### src/rtl/ib_lut_loader_if.sv
// ib_lut_loader_if: LUT image stream in, VN/DN table write ports out.
// master drives the stream, slave is the loader.
interface ib_lut_loader_if #(
  parameter int VN_WR_BW   = 8,
  parameter int DN_WR_BW   = 2,
  parameter int VN_ADDR_BW = 11,
  parameter int DN_ADDR_BW = 11
) ();
  logic                  load_start;
  logic                  load_abort;
  logic                  in_valid;
  logic [VN_WR_BW-1:0]   in_data;
  logic                  in_ready;
  logic [VN_ADDR_BW-1:0] vn_wr_addr;
  logic [VN_WR_BW-1:0]   vn_wr_data;
  logic                  vn_m0_we;
  logic                  vn_m1_we;
  logic [DN_ADDR_BW-1:0] dn_wr_addr;
  logic [DN_WR_BW-1:0]   dn_wr_data;
  logic                  dn_we;
  logic                  busy;
  logic                  done;
  logic                  aborted;

  modport master (
    output load_start, load_abort,
    output in_valid, in_data,
    input  in_ready,
    input  vn_wr_addr, vn_wr_data,
    input  vn_m0_we, vn_m1_we,
    input  dn_wr_addr, dn_wr_data, dn_we,
    input  busy, done, aborted
  );

  modport slave (
    input  load_start, load_abort,
    input  in_valid, in_data,
    output in_ready,
    output vn_wr_addr, vn_wr_data,
    output vn_m0_we, vn_m1_we,
    output dn_wr_addr, dn_wr_data, dn_we,
    output busy, done, aborted
  );
endinterface

### src/rtl/ib_lut_loader.sv
// ib_lut_loader: streams a LUT image into VN m0, VN m1, then DN.
// Writes are registered one cycle after each accepted beat.
module ib_lut_loader #(
  parameter int VN_WR_BW   = 8,
  parameter int DN_WR_BW   = 2,
  parameter int VN_ADDR_BW = 11,
  parameter int DN_ADDR_BW = 11,
  parameter int VN_DEPTH   = 1024,
  parameter int DN_DEPTH   = 1024
) (
  input logic           write_clk,
  input logic           rstn,
  ib_lut_loader_if.slave bus
);
  localparam int CW =
    (VN_ADDR_BW > DN_ADDR_BW) ? VN_ADDR_BW : DN_ADDR_BW;
  localparam logic [CW-1:0] VN_LAST = CW'(VN_DEPTH - 1);
  localparam logic [CW-1:0] DN_LAST = CW'(DN_DEPTH - 1);

  typedef enum logic [2:0] {
    IDLE, LD_M0, LD_M1, LD_DN, FIN
  } state_t;

  state_t        state, state_nx;
  logic [CW-1:0] cnt, cnt_nx;
  logic          loading;
  logic          abort_now;
  logic          accept;

  assign loading   = (state == LD_M0) ||
                     (state == LD_M1) ||
                     (state == LD_DN);
  assign abort_now = loading & bus.load_abort;
  assign bus.in_ready = loading & ~bus.load_abort;
  assign accept    = bus.in_ready & bus.in_valid;
  assign bus.busy  = (state != IDLE);
  assign bus.done  = (state == FIN);

  // state and word counter
  always_ff @(posedge write_clk or negedge rstn) begin
    if (!rstn) begin
      state <= IDLE;
      cnt   <= '0;
    end else begin
      state <= state_nx;
      cnt   <= cnt_nx;
    end
  end

  // next state: bank advance at DEPTH-1, abort back to IDLE
  always_comb begin
    state_nx = state;
    cnt_nx   = cnt;
    unique case (state)
      IDLE: begin
        if (bus.load_start) begin
          state_nx = LD_M0;
          cnt_nx   = '0;
        end
      end
      LD_M0, LD_M1: begin
        if (abort_now) begin
          state_nx = IDLE;
          cnt_nx   = '0;
        end else if (accept) begin
          if (cnt == VN_LAST) begin
            state_nx = (state == LD_M0) ? LD_M1 : LD_DN;
            cnt_nx   = '0;
          end else begin
            cnt_nx = cnt + 1'b1;
          end
        end
      end
      LD_DN: begin
        if (abort_now) begin
          state_nx = IDLE;
          cnt_nx   = '0;
        end else if (accept) begin
          if (cnt == DN_LAST) begin
            state_nx = FIN;
          end else begin
            cnt_nx = cnt + 1'b1;
          end
        end
      end
      FIN: begin
        state_nx = IDLE;
        cnt_nx   = '0;
      end
      default: begin
        state_nx = IDLE;
        cnt_nx   = '0;
      end
    endcase
  end

  // registered write ports; addr/data hold between writes
  always_ff @(posedge write_clk or negedge rstn) begin
    if (!rstn) begin
      bus.vn_wr_addr <= '0;
      bus.vn_wr_data <= '0;
      bus.vn_m0_we   <= 1'b0;
      bus.vn_m1_we   <= 1'b0;
      bus.dn_wr_addr <= '0;
      bus.dn_wr_data <= '0;
      bus.dn_we      <= 1'b0;
      bus.aborted    <= 1'b0;
    end else begin
      bus.vn_m0_we <= accept & (state == LD_M0);
      bus.vn_m1_we <= accept & (state == LD_M1);
      bus.dn_we    <= accept & (state == LD_DN);
      bus.aborted  <= abort_now;
      if (accept && state != LD_DN) begin
        bus.vn_wr_addr <= cnt[VN_ADDR_BW-1:0];
        bus.vn_wr_data <= bus.in_data;
      end
      if (accept && state == LD_DN) begin
        bus.dn_wr_addr <= cnt[DN_ADDR_BW-1:0];
        bus.dn_wr_data <= bus.in_data[DN_WR_BW-1:0];
      end
    end
  end
endmodule
### src/flat_wrapper.sv
// flat-port wrapper written by rule: the top's interface ports become plain ports
module ib_lut_loader_flat 
#(
  parameter int VN_WR_BW   = 8,
  parameter int DN_WR_BW   = 2,
  parameter int VN_ADDR_BW = 11,
  parameter int DN_ADDR_BW = 11,
  parameter int VN_DEPTH   = 1024,
  parameter int DN_DEPTH   = 1024
)
  (write_clk, rstn, bus_load_start, bus_load_abort, bus_in_valid, bus_in_data, bus_in_ready, bus_vn_wr_addr, bus_vn_wr_data, bus_vn_m0_we, bus_vn_m1_we, bus_dn_wr_addr, bus_dn_wr_data, bus_dn_we, bus_busy, bus_done, bus_aborted);
  ib_lut_loader_if #(.VN_WR_BW(VN_WR_BW), .DN_WR_BW(DN_WR_BW), .VN_ADDR_BW(VN_ADDR_BW), .DN_ADDR_BW(DN_ADDR_BW)) bus_i ();
  input logic write_clk;
  input logic rstn;
  input wire logic [$bits(bus_i.load_start)-1:0] bus_load_start;
  input wire logic [$bits(bus_i.load_abort)-1:0] bus_load_abort;
  input wire logic [$bits(bus_i.in_valid)-1:0] bus_in_valid;
  input wire logic [$bits(bus_i.in_data)-1:0] bus_in_data;
  output wire logic [$bits(bus_i.in_ready)-1:0] bus_in_ready;
  output wire logic [$bits(bus_i.vn_wr_addr)-1:0] bus_vn_wr_addr;
  output wire logic [$bits(bus_i.vn_wr_data)-1:0] bus_vn_wr_data;
  output wire logic [$bits(bus_i.vn_m0_we)-1:0] bus_vn_m0_we;
  output wire logic [$bits(bus_i.vn_m1_we)-1:0] bus_vn_m1_we;
  output wire logic [$bits(bus_i.dn_wr_addr)-1:0] bus_dn_wr_addr;
  output wire logic [$bits(bus_i.dn_wr_data)-1:0] bus_dn_wr_data;
  output wire logic [$bits(bus_i.dn_we)-1:0] bus_dn_we;
  output wire logic [$bits(bus_i.busy)-1:0] bus_busy;
  output wire logic [$bits(bus_i.done)-1:0] bus_done;
  output wire logic [$bits(bus_i.aborted)-1:0] bus_aborted;
  assign bus_i.load_start = bus_load_start;
  assign bus_i.load_abort = bus_load_abort;
  assign bus_i.in_valid = bus_in_valid;
  assign bus_i.in_data = bus_in_data;
  assign bus_in_ready = bus_i.in_ready;
  assign bus_vn_wr_addr = bus_i.vn_wr_addr;
  assign bus_vn_wr_data = bus_i.vn_wr_data;
  assign bus_vn_m0_we = bus_i.vn_m0_we;
  assign bus_vn_m1_we = bus_i.vn_m1_we;
  assign bus_dn_wr_addr = bus_i.dn_wr_addr;
  assign bus_dn_wr_data = bus_i.dn_wr_data;
  assign bus_dn_we = bus_i.dn_we;
  assign bus_busy = bus_i.busy;
  assign bus_done = bus_i.done;
  assign bus_aborted = bus_i.aborted;
  ib_lut_loader #(.VN_WR_BW(VN_WR_BW), .DN_WR_BW(DN_WR_BW), .VN_ADDR_BW(VN_ADDR_BW), .DN_ADDR_BW(DN_ADDR_BW), .VN_DEPTH(VN_DEPTH), .DN_DEPTH(DN_DEPTH)) u_core (.write_clk(write_clk), .rstn(rstn), .bus(bus_i));
endmodule
### config.mk
export PLATFORM = sky130hd
export DESIGN_NAME = ib_lut_loader_flat
export DESIGN_NICKNAME = d
export VERILOG_FILES = /design/src/rtl/ib_lut_loader_if.sv /design/src/rtl/ib_lut_loader.sv /design/src/flat_wrapper.sv
export SDC_FILE = /design/constraint.sdc
export NUM_CORES = 1
export LEC_CHECK = 0
export BUFFER_PORTS_ARGS = -buffer_cell sky130_fd_sc_hd__buf_4
export CORE_ASPECT_RATIO = 0.7
export CORE_MARGIN = 3
export CORE_UTILIZATION = 35
export DETAILED_ROUTE_END_ITERATION = 10
export PLACE_DENSITY = 0.61
export SETUP_SLACK_MARGIN = 0.3
export SLEW_MARGIN = 15
export SYNTH_ARGS = -nofsm -noshare
export SYNTH_HDL_FRONTEND = slang
export SYNTH_SLANG_ARGS = --single-unit
### constraint.sdc
create_clock -name write_clk -period 2.4 [get_ports write_clk]
set_clock_uncertainty 0.15 [all_clocks]
set_input_delay 0.12 -clock write_clk [delete_from_list [all_inputs] [get_ports write_clk]]
set_output_delay 0.12 -clock write_clk [all_outputs]
set_load 0.03 [all_outputs]
## After elaboration in Yosys (flattened, before gate mapping)

Cells that the tools add are included.

- Register bits after elaboration: 50
- Input port bits: 13
- Output and inout bits: 39
- Word-level logic and storage cells: 56

- Add/sub/neg operators: 1
- Eq/ne operators: 12
- Muxes and demuxes: 17
- Bitwise operators: 7
- Reductions and logical operators: 9

Operator list:

| cell | number |
|---|---|
| 2-to-1 mux 11 bit | 7 |
| case mux 11 bit (3 select lines) | 1 |
| 2-to-1 mux 3 bit | 7 |
| adder 11 x 1 -> 11 bit, second input constant | 1 |
| equality test 11 x 10 -> 1 bit, second input constant | 1 |
| != test 3 x 1 -> 1 bit, second input constant | 3 |
| != test 3 x 2 -> 1 bit, second input constant | 3 |
| case mux 3 bit (3 select lines) | 1 |
| bitwise AND 1 bit | 6 |
| equality test 3 x 2 -> 1 bit, second input constant | 2 |
| AND reduction 5 bit | 1 |
| AND reduction 4 bit | 1 |
| equality test 3 x 1 -> 1 bit, second input constant | 1 |
| equality test 3 bit, second input constant | 1 |
| zero test 3 bit | 1 |
| nonzero test 3 bit | 1 |
| logical AND 1 bit | 2 |
| logical OR 1 bit | 2 |
| != test 2 bit, second input constant | 1 |
| OR reduction 2 bit | 1 |
| 2-to-1 mux 1 bit | 1 |
| NOT 1 bit | 1 |

## Depth between registers and ports, before layout

- Depth after elaboration: 8
- Gate-level depth with buffers: 7
- Depth with buffers taken out: 6

## Worst setup path before layout

OpenSTA, ideal clock, no wires.

- Path kind: register -> register
- Start: reg u_core.cnt[0]
- End: reg u_core.cnt[5]
- Library setup time: 0.126 ns
- Data arrival time: 1.743 ns
- Data required time: 2.124 ns
- Path slack: 0.381 ns
- Stages on the path, launching flop included: 7
- Path buffers: 0
- Clock period less this slack: 2.019 ns
- Cells stage by stage: dfrtp_1 -> ha_1 -> nand3_2 -> nor4_4 -> a21oi_2 -> and3_4 -> a221o_1

- Longest elaborated chain between the ends: 5
- Elaborated cells on any way between the ends: 11
- Those cells by class: add/sub: 1; eq/ne: 2; mux: 7; reduce/logical: 1

RTL lines:

| item | line | text |
|---|---|---|
| start, declared | ib_lut_loader.sv:25 | `logic [CW-1:0] cnt, cnt_nx;` |
| start signal, assigned | ib_lut_loader.sv:46 | `cnt <= cnt_nx;` |
| adder 11 x 1 -> 11 bit / equality test 11 x 10 -> 1 bit (equally long branches) | n/a |  |
| 2-to-1 mux 11 bit, on equally long branches | ib_lut_loader.sv:79, ib_lut_loader.sv:66 |  |
| 2-to-1 mux 11 bit, on equally long branches | ib_lut_loader.sv:78, ib_lut_loader.sv:65 |  |
| 2-to-1 mux 11 bit, on equally long branches | ib_lut_loader.sv:75, ib_lut_loader.sv:62 |  |
| case mux 11 bit (3 select lines) | ib_lut_loader.sv:54 | `unique case (state)` |

Several ways; a longest one is shown, not always the timed one. The select of a mux whose other input is x is not followed.
A chain may end at the register's enable or synchronous reset.

## Worst setup path in the final report

- Start: reg u_core.cnt[0]
- End: reg u_core.cnt[3]

The elaborated chain is that of the path after synthesis.

==> impl_metrics.yaml <==
timing:
  relSlewSlack: 0.5794
  final_hold_viol_count: 0
  timing.final.crit_share: 0.8398
  worstMarginPinSlew_ns: 0.6309
  fmax_mhz: 496.2
  fin_crit_ns: 2.016
  setup_viol: 0
  timing_max_transition_violations_final: 0
  hold_ws_ns: 0.2196
  rsz0062_at_grt: "no"
  fin_setup_tns_ns: 0
grt:
  grt_max_degree: 51
  globalRouteTotalUtil: 0.1358
  grt_pass1_vias: 1564
  overflow: 0
  antenna_found_initial: 0
  grt_pass1_wl_mm: 7.679
placed_design:
  post_dp_cell_area_um2: 2650
  gp_congestion: 0.8635
  dp_cells: 302
  portBuffers: 51
  hpwl_mm: 3.158
floorplanning:
  io_pins: 52
  rows: 23
  core-area_um2: 5871
  start_util: 0.3700
  die_x_um: 100.2
  die_area_um2: 7202
  die_h_um: 71.91
final_layout:
  final_net_count: 262
  area_growth_pct: 34.10
  post_route_cells_drive_above_1_share: 0.4378
  antennaDiodeCount: 0
  final_area_um2: 2913
  regArea_um2: 1254
  num-fill-cells: 564
  multi_input_area_um2: 894.6
  layout.cells.non_filler: 324
routing:
  dr.pass1.iters: 4
  drc: 0
  drt_iter0_drc: 81
  routed_wl_mm: 4.726
  wire_per_inst_um: 14.59
  routed_via_density: 4.966
  ant_nets: 0
  vias: 1609
flow_run:
  maxCapViolCount: 0
clocking:
  clkSinkCount: 50
  cts_root_buffer: "clkbuf_8"
  htreeDepth: 2
  numCtsBuffers: 5
  cts_tree: "done"
  insertion_delay_ns: 0.30
  clk_pin_slew_ns: 0.09
  cts_buffer_depth: 2
pwr:
  vdd_drop_max_uv: 584.1
  power_density_nw_per_um2: 823.6
  p_total_w: 0.002399
  p_leak_nw: 1.426
critical_path:
  r2r_end: "u_core.cnt[3]"
  crit_chain: "ha_4 > nand3_4 > nor4_4 > a21oi_2 > and3_4 > a221o_1"
  crit_path_top_delay_cell: "dfrtp_2"
  r2r_start: "u_core.cnt[0]"
  worst-path-max-fanout: 5
  end_kind: "flip-flop"
  worstPathRequired_ns: 2.44
  start_kind: "flip-flop"
  cp.buffers_inverters: 0
  worstPathArrival_ns: 2.06
  path_class: "reg -> reg"
  critical_path.max_stage_delay_ns: 0.44
  path_delay_family: "simple AND/OR/NAND/NOR gates"
  reg2reg_slack_ns: 0.38
  r2r_cells: 6
synthesis:
  synthesis.area_um2: 2172
  yosysWarnings: 0
  synth-seq-area-share: 0.5760
  synth-seq-cells: 50
  yosysUniqueCellTypes: 40
  netlist_instances: 179
  synthesis.nets: 193
  avgSynthCellArea_um2: 12.13
hold_path:
  hold_class: "in -> async"
status:
  status: "completed"
[worst max-delay path by stage]
stage	start	cells after the start	to
5_1_grt	u_core.cnt[0]	6	u_core.cnt[3]
3_5_place_dp	u_core.cnt[0]	6	u_core.cnt[3]
4_1_cts	u_core.state[1]	5	u_core.cnt[3]
6_report	u_core.cnt[0]	6	u_core.cnt[3]
2_1_floorplan	u_core.cnt[0]	6	u_core.cnt[5]
3_3_place_gp	u_core.cnt[0]	6	u_core.cnt[5]
[timing repair]
item,in CTS,in global routing
setup buffers,0,3
hold buffers,11,0
endpoints found under the setup margin,2,5
pin swaps,1,2
hold endpoints to repair,63,0
resized for setup,0,9
cloned,0,0
[layout by cell type (no fill, tap or decap), drive strengths merged, types with 6 or more instances in the layout]
cell type    synthesis  final
mux2                30     30
nor2                10     10
o21ai               12     12
dfrtp               50     50
nand3                6      6
dlygate4sd3          0     11
clkbuf               3      6
buf                  6     60
nand2               14     14
[state kept, by name (all words and copies together), names as in the netlist]
name                   count
u_core.bus.aborted         1
u_core.bus.dn_we           1
u_core.bus.dn_wr_addr     11
u_core.bus.dn_wr_data      2
u_core.bus.vn_m0_we        1
u_core.bus.vn_m1_we        1
u_core.bus.vn_wr_addr     11
u_core.bus.vn_wr_data      8
u_core.cnt                11
u_core.state               3
[report_power, final]
group          internal, W  total (W)  leakage [nW]  switching [W]
clock             0.000232   0.000509        0.0472       0.000277
combinational     0.000360   0.000843         0.709       0.000483
sequential        0.000962    0.00105         0.670      0.0000852
total              0.00155    0.00240          1.43       0.000845
[per-stage QoR]
| step | setup WS (ns) | util |
|---|---|---|
| 2_1_floorplan | 0.3814 | - |
| 3_3_place_gp | 0.3838 | 0.4514 |
| 3_5_place_dp | 0.3109 | 0.4514 |
| 4_1_cts | 0.4044 | 0.4864 |
| 5_1_grt | 0.2836 | 0.4962 |
| 6_report | 0.3845 | 0.4962 |
[Yosys cell counts]
cell | count | area, µm²
nand3_1 | 5 | 25.02
o311ai_0 | 1 | 8.760
a221o_1 | 2 | 20.02
xor2_1 | 1 | 8.760
nor2b_1 | 1 | 6.260
nand3b_1 | 1 | 7.510
a21oi_2 | 1 | 8.760
o21ai_0 | 11 | 55.05
a21boi_0 | 2 | 15.01
nor3_1 | 5 | 25.02
and3b_1 | 1 | 8.760
nand4_1 | 2 | 12.51
ha_1 | 1 | 12.51
nor4_1 | 1 | 6.260
buf_4 | 1 | 7.510
nor4_4 | 1 | 21.27
nand3_2 | 1 | 10.01
nor3b_1 | 2 | 15.01
o31ai_1 | 5 | 37.54
and3_4 | 1 | 11.26
a211oi_1 | 1 | 7.510
and2_1 | 1 | 6.260
and3_1 | 2 | 12.51
o21ai_2 | 1 | 8.760
inv_1 | 4 | 15.01
a31oi_1 | 1 | 6.260
nand2_1 | 14 | 52.55
or3_1 | 3 | 18.77
a21oi_1 | 1 | 5.000
mux2_2 | 30 | 337.8
nor2_1 | 10 | 37.54
dfrtp_1 | 50 | 1251
buf_2 | 5 | 25.02
and2_0 | 1 | 6.260
clkbuf_1 | 3 | 11.26
o21a_1 | 1 | 7.510
a21o_1 | 1 | 7.510
nand2b_1 | 1 | 6.260
o41ai_1 | 2 | 17.52
a22o_1 | 1 | 8.760
[cells by family (layout without fill, tap and decap cells)]
logic type	after synthesis	in the layout	share of synthesized area
AOI/OAI and AO/OA	31	31	0.09851
xor gates and xnor gates	1	1	0.004033
adders and majority gates	1	1	0.005759
buffers and inverters	13	83	0.02707
DFF	50	50	0.5760
muxes	30	30	0.1555
and+or+nand+nor	53	53	0.1331
[routing by layer]
layer  vias to the layer above  routed length (µm)  global-route usage
li1                        779                   -                   -
met1                       775                2427              0.2000
met2                        50                1933              0.1909
met3                         5                 330             0.04707
met4                         0                  35             0.03587
met5                         -                   0                   0
[area by class of cell]
cell class	count	share of cell area
flip-flops and latches	50	0.4304
multi-input cells	116	0.3071
repair buffers	71	0.1924
well taps	75	0.03222
clock buffers	6	0.02835
inverters	4	0.005155
clock inverters	2	0.004296
(Power assumes the default switching activity.)
